==> src/rtl/vga_timing_gen.sv <==
// ---------------------------------------------------------------------------
// vga_timing_gen
//
// Purpose:
//   Free-running VGA raster timing generator. A horizontal pixel counter and a
//   vertical line counter are driven straight onto DrawX/DrawY. Sync, blank
//   and the start pulses are registered from the *next* counter values, so
//   every output in a given cycle describes the same (DrawX, DrawY).
//
// Parameters:
//   H_VISIBLE, H_FP, H_SYNC, H_BP : horizontal timing in pixels
//   V_VISIBLE, V_FP, V_SYNC, V_BP : vertical timing in lines
//   H_TOTAL and V_TOTAL must each be at most 1024.
//
// Ports:
//   vga_clk     in   pixel clock, rising edge, the only clock
//   reset_n     in   asynchronous active-low reset
//   DrawX       out  [9:0] current pixel column
//   DrawY       out  [9:0] current pixel line
//   hs          out  horizontal sync, active-low
//   vs          out  vertical sync, active-low
//   blank       out  display enable, 1 = visible pixel
//   frame_start out  one-cycle pulse at pixel (0,0)
//   line_start  out  one-cycle pulse whenever DrawX = 0
//   frame_count out  [7:0] frames started since reset, wraps 255 -> 0
//                    (present only when VGA_FRAME_COUNT_EN is defined)
//
// Build option:
//   VGA_FRAME_COUNT_EN - adds the frame_count port and its register.
// ---------------------------------------------------------------------------
module vga_timing_gen #(
   parameter int H_VISIBLE = 640,
   parameter int H_FP      = 16,
   parameter int H_SYNC    = 96,
   parameter int H_BP      = 48,
   parameter int V_VISIBLE = 480,
   parameter int V_FP      = 10,
   parameter int V_SYNC    = 2,
   parameter int V_BP      = 33
) (
   input  logic       vga_clk,
   input  logic       reset_n,
   output logic [9:0] DrawX,
   output logic [9:0] DrawY,
   output logic       hs,
   output logic       vs,
   output logic       blank,
   output logic       frame_start,
`ifdef VGA_FRAME_COUNT_EN
   output logic [7:0] frame_count,
`endif
   output logic       line_start
);

   localparam int H_TOTAL = H_VISIBLE + H_FP + H_SYNC + H_BP;
   localparam int V_TOTAL = V_VISIBLE + V_FP + V_SYNC + V_BP;

   generate
      if (H_TOTAL > 1024 || V_TOTAL > 1024 || H_TOTAL < 1 || V_TOTAL < 1) begin : g_bad_timing
         $error("vga_timing_gen: H_TOTAL and V_TOTAL must be in 1..1024");
      end
   endgenerate

   localparam logic [9:0] H_MAX = 10'(H_TOTAL - 1);
   localparam logic [9:0] V_MAX = 10'(V_TOTAL - 1);

   // Region bounds are held at 11 bits: an upper bound may legitimately equal
   // 1024 when the following porch is zero and the total is at the limit.
   localparam logic [10:0] H_VIS_END  = 11'(H_VISIBLE);
   localparam logic [10:0] H_SYNC_BEG = 11'(H_VISIBLE + H_FP);
   localparam logic [10:0] H_SYNC_END = 11'(H_VISIBLE + H_FP + H_SYNC);
   localparam logic [10:0] V_VIS_END  = 11'(V_VISIBLE);
   localparam logic [10:0] V_SYNC_BEG = 11'(V_VISIBLE + V_FP);
   localparam logic [10:0] V_SYNC_END = 11'(V_VISIBLE + V_FP + V_SYNC);

   logic [9:0]  r_h_cnt;
   logic [9:0]  r_v_cnt;
   logic        r_hs;
   logic        r_vs;
   logic        r_blank;
   logic        r_frame_start;
   logic        r_line_start;

   logic        w_h_at_max;
   logic        w_v_at_max;
   logic [9:0]  w_h_nxt;
   logic [9:0]  w_v_nxt;
   logic [10:0] w_h_nxt_ext;
   logic [10:0] w_v_nxt_ext;
   logic        w_hs_nxt;
   logic        w_vs_nxt;
   logic        w_blank_nxt;
   logic        w_frame_start_nxt;
   logic        w_line_start_nxt;

   // Explicit compare-and-wrap; the +1 is never evaluated at 1023 because a
   // counter at its maximum takes the wrap branch instead.
   assign w_h_at_max = (r_h_cnt == H_MAX);
   assign w_v_at_max = (r_v_cnt == V_MAX);

   always_comb begin
      w_h_nxt = r_h_cnt;
      w_v_nxt = r_v_cnt;
      if (w_h_at_max) begin
         w_h_nxt = 10'd0;
         if (w_v_at_max) begin
            w_v_nxt = 10'd0;
         end else begin
            w_v_nxt = r_v_cnt + 10'd1;
         end
      end else begin
         w_h_nxt = r_h_cnt + 10'd1;
      end
   end

   assign w_h_nxt_ext = {1'b0, w_h_nxt};
   assign w_v_nxt_ext = {1'b0, w_v_nxt};

   // Decode from the next position so the registered flags line up with the
   // counter registers that are loaded on the same edge.
   assign w_blank_nxt       = (w_h_nxt_ext < H_VIS_END) && (w_v_nxt_ext < V_VIS_END);
   assign w_hs_nxt          = !((w_h_nxt_ext >= H_SYNC_BEG) && (w_h_nxt_ext < H_SYNC_END));
   assign w_vs_nxt          = !((w_v_nxt_ext >= V_SYNC_BEG) && (w_v_nxt_ext < V_SYNC_END));
   assign w_line_start_nxt  = (w_h_nxt == 10'd0);
   assign w_frame_start_nxt = (w_h_nxt == 10'd0) && (w_v_nxt == 10'd0);

   // Reset parks the counters on the last pixel of the frame so the first
   // edge after release wraps naturally to (0,0) with both start pulses.
   always_ff @(posedge vga_clk or negedge reset_n) begin
      if (!reset_n) begin
         r_h_cnt       <= H_MAX;
         r_v_cnt       <= V_MAX;
         r_hs          <= 1'b1;
         r_vs          <= 1'b1;
         r_blank       <= 1'b0;
         r_frame_start <= 1'b0;
         r_line_start  <= 1'b0;
      end else begin
         r_h_cnt       <= w_h_nxt;
         r_v_cnt       <= w_v_nxt;
         r_hs          <= w_hs_nxt;
         r_vs          <= w_vs_nxt;
         r_blank       <= w_blank_nxt;
         r_frame_start <= w_frame_start_nxt;
         r_line_start  <= w_line_start_nxt;
      end
   end

   assign DrawX       = r_h_cnt;
   assign DrawY       = r_v_cnt;
   assign hs          = r_hs;
   assign vs          = r_vs;
   assign blank       = r_blank;
   assign frame_start = r_frame_start;
   assign line_start  = r_line_start;

`ifdef VGA_FRAME_COUNT_EN
   logic [7:0] r_frame_cnt;

   // Counts on the same edge that raises frame_start, so the value seen
   // during the first frame after reset is 1.
   always_ff @(posedge vga_clk or negedge reset_n) begin
      if (!reset_n) begin
         r_frame_cnt <= 8'd0;
      end else if (w_frame_start_nxt) begin
         if (r_frame_cnt == 8'd255) begin
            r_frame_cnt <= 8'd0;
         end else begin
            r_frame_cnt <= r_frame_cnt + 8'd1;
         end
      end
   end

   assign frame_count = r_frame_cnt;
`endif

endmodule

==> config.mk <==
export PLATFORM = sky130hd
export DESIGN_NAME = vga_timing_gen
export DESIGN_NICKNAME = d
export VERILOG_FILES = /design/src/rtl/vga_timing_gen.sv
export SDC_FILE = /design/constraint.sdc
export NUM_CORES = 1
export LEC_CHECK = 0
export ABC_AREA = 0
export CORE_MARGIN = 5
export CORE_UTILIZATION = 30
export CTS_CLUSTER_SIZE = 12
export DETAILED_ROUTE_END_ITERATION = 10
export PLACE_DENSITY = 0.53
export SLEW_MARGIN = 20
export SYNTH_ARGS = -nofsm -noshare
export SYNTH_HDL_FRONTEND = slang
export SYNTH_SLANG_ARGS = --single-unit
==> constraint.sdc <==
create_clock -name vga_clk -period 2.2 [get_ports vga_clk]
set_input_delay 0.44 -clock vga_clk [delete_from_list [all_inputs] [get_ports vga_clk]]
set_output_delay 0.44 -clock vga_clk [all_outputs]
set_load 0.05 [all_outputs]
==> results.json, run 1 <==
{
  "nets": 227,
  "worst_clock_skew_ns": 0.005914,
  "grt_usage_pct": 13.45,
  "multi_input_area_um2": 840.8,
  "setup_total_negative_slack_ns": -0.4402,
  "drive_gt1_share_pct": 42.99,
  "rsz0062_at_grt": "yes",
  "synth_seq_area_share_pct": 43.13,
  "synth_area_mm2": 0.001485,
  "drc": 0,
  "synthToLayoutAreaGrowth_pct": 51.90,
  "final_cell_area_mm2": 0.002256,
  "fmax_ghz": 0.4201,
  "max_stage_delay_ns": 0.64,
  "crit_chain": "ha_4, and4_4, nand4_1, a211oi_2, a31oi_1, or4_4, nor4_2",
  "synthFlopType": "dfrtp_1",
  "fp.dieArea_mm2": 0.006458,
  "port_buffers": 26,
  "antenna_cells": 0,
  "min_path_type": "in -> async",
  "syn_area_per_cell_um2": 9.836,
  "ios": 27,
  "cp_slowest_cell": "dfstp_4",
  "firstDrtPassIters": 4,
  "die_x_um": 80.36,
  "slew_headroom_pct": 66.36,
  "failed_checks": "setup timing",
  "gp_congestion": 0.8460,
  "worst_pin_slew_ns": 0.5030,
  "start_util_pct": 31.24,
  "coreArea_mm2": 0.004755,
  "ys_ff_latch": 25,
  "cp-end-kind": "flop",
  "ys_warn_count": 0,
  "first_global_vias": 1452,
  "numCtsBuffers": 3,
  "worst-path-buf-inv": 0,
  "crit_family": "simple AND/OR/NAND/NOR gates",
  "cp_max_fo": 5,
  "synth_edf_count": 0,
  "placed_area_mm2": 0.002120,
  "wl_per_cell_um": 13.83,
  "numClockSinks": 25,
  "ant_nets": 0,
  "die_h_um": 80.36,
  "globalRouteOverflowTotal": 0,
  "layout_min_cycle_time_ns": 2.380,
  "power.leakage_nw": 0.9905,
  "cts_root_buffer": "clkbuf_8",
  "drv_cap": 0,
  "cts_max_level": 1,
  "async_reset_ff_share_pct": 100.0,
  "antenna_found_initial": 0,
  "worstSkewPairLatency_ns": 0.27,
  "synth_nets": 156,
  "power_density_mw_per_mm2": 335.1,
  "syn_inst": 151,
  "timing.final.ws_setup_ns": -0.1801,
  "viasPerCell": 4.910,
  "n_fill_cell": 472,
  "rows": 25,
  "hold_viol": 0,
  "crit_required_ns": 2.39,
  "cts_tree": "done",
  "max-vdd-ir-drop_v": 0.0001860,
  "drt_iter0_drc": 101,
  "cp-start-kind": "flop",
  "period_share_pct": 108.2,
  "seqCellArea_um2": 653.1,
  "crit_type": "reg -> reg",
  "setup_viol": 3,
  "hold_buffers": 0,
  "grt_max_degree": 26,
  "fin_util_pct": 47.45,
  "maxSlewViolCount": 0,
  "crit_arrival_ns": 2.57,
  "vias": 1414,
  "totalWireLength_mm": 3.982,
  "grt_pass1_wl_mm": 6.865,
  "clockBufferDepth": 2,
  "ys_types": 51,
  "r2r_slack_ns": -0.18,
  "clk_pin_slew_ns": 0.10,
  "holdWs_ns": 0.5304,
  "status": "complete, but fails checks",
  "hpwl_mm": 3.086
}
-- cells in the mapped netlist, types with 2 or more instances --
cell type | number | area share [%]
nor2_1 | 14 | 3.5
dfrtp_1 | 13 | 22
dfstp_2 | 12 | 21
nand3_1 | 12 | 4.0
inv_1 | 8 | 2.0
xnor2_1 | 8 | 4.7
nand2_1 | 7 | 1.8
nand4_1 | 6 | 2.5
a21oi_1 | 5 | 1.7
a31oi_1 | 4 | 1.7
o21ai_0 | 4 | 1.3
xor2_1 | 4 | 2.4
and3_1 | 3 | 1.3
clkbuf_1 | 3 | 0.76
ha_1 | 3 | 2.5
o31ai_1 | 3 | 1.5
a211oi_1 | 2 | 1.0
buf_4 | 2 | 1.0
nand2b_1 | 2 | 0.84
nor3_1 | 2 | 0.67
nor4_1 | 2 | 0.84
o21bai_1 | 2 | 1.0
or2_1 | 2 | 0.84
-- power breakdown --
group	total, mW	switching [mW]	internal [mW]	leakage (nW)
clock network	0.284	0.156	0.128	0.0217
logic	0.0117	0.00894	0.00272	0.674
registers	0.460	0	0.460	0.295
-- cells in the final DEF (no fill, tap or decap), drive strengths merged, types with 5 or more instances in the layout --
| cell type | synthesis | layout |
|---|---|---|
| a21oi | 5 | 5 |
| nand2 | 7 | 7 |
| nand3 | 12 | 12 |
| dfrtp | 13 | 13 |
| clkdlybuf4s50 | 0 | 16 |
| inv | 8 | 8 |
| nor2 | 15 | 15 |
| buf | 3 | 57 |
| nand4 | 6 | 6 |
| xnor2 | 8 | 8 |
| dfstp | 12 | 12 |
-- per-stage QoR --
step	power, mW	cells	setup WS [ns]
2_1_floorplan	0.4682	151	-0.3026
3_5_place_dp	0.4809	281	-0.2352
4_1_cts	0.7714	287	-0.1675
5_1_grt	0.7967	288	-0.2940
6_report	0.7560	288	-0.1801
3_3_place_gp	0.4810	281	-0.1946
-- cell type report --
type	instances	area share, %
multi-input cells	111	37.27
flip-flops and latches	25	28.95
repair buffers	73	26.57
well taps	67	3.716
clock buffers	3	1.830
inverters	8	1.331
clock inverters	1	0.3328
-- worst paths after layout --
path / start / to / cells after the start
setup / recovery: DrawX[0] / frame_start / 7
min in group vga_clk: DrawY[7] / blank / 2
max in group asynchronous: reset_n / DrawX[3] / 2
hold reg to reg: DrawY[7] / blank / 2
setup reg to reg: DrawX[0] / frame_start / 7
hold / removal: reset_n / DrawY[5] / 2
-- metal layers --
metal	vias up	share of wire, %	track usage, %
li1	700	-	-
met1	656	44	17.01
met2	46	50	22.68
met3	12	4.5	2.578
met4	0	1.9	4.730
met5	-	0	0
-- logic make-up (layout without fill, tap and decap cells) --
kind of cell | after synthesis | after routing | share of synthesized area (%)
buffers and inverters | 15 | 85 | 5.055
adders and majority gates | 3 | 3 | 2.528
DFF | 25 | 25 | 43.13
and+or+nand+nor | 63 | 63 | 26.12
muxes | 2 | 2 | 1.432
AOI/OAI and AO/OA | 31 | 31 | 14.66
xor gates and xnor gates | 12 | 12 | 7.077
-- sequential cells by signal (all words and copies together), names as in the netlist --
signal,cells
DrawY,10
line_start,1
hs,1
DrawX,10
blank,1
vs,1
frame_start,1
-- what timing repair did --
action                                  in CTS  in global routing
setup buffers                                2                  1
resized for setup                           12                  3
pin swaps                                    4                  0
endpoints found under the setup margin       4                  4
Note: power is estimated with default switching activity, not from simulation.
==> run 2, diff against run 1 <==
CTS_BUF_LIST = sky130_fd_sc_hd__clkbuf_8   (was default)
==> results of run 2 <==
Final layout, timing and power as in run 1 (identical DEF).
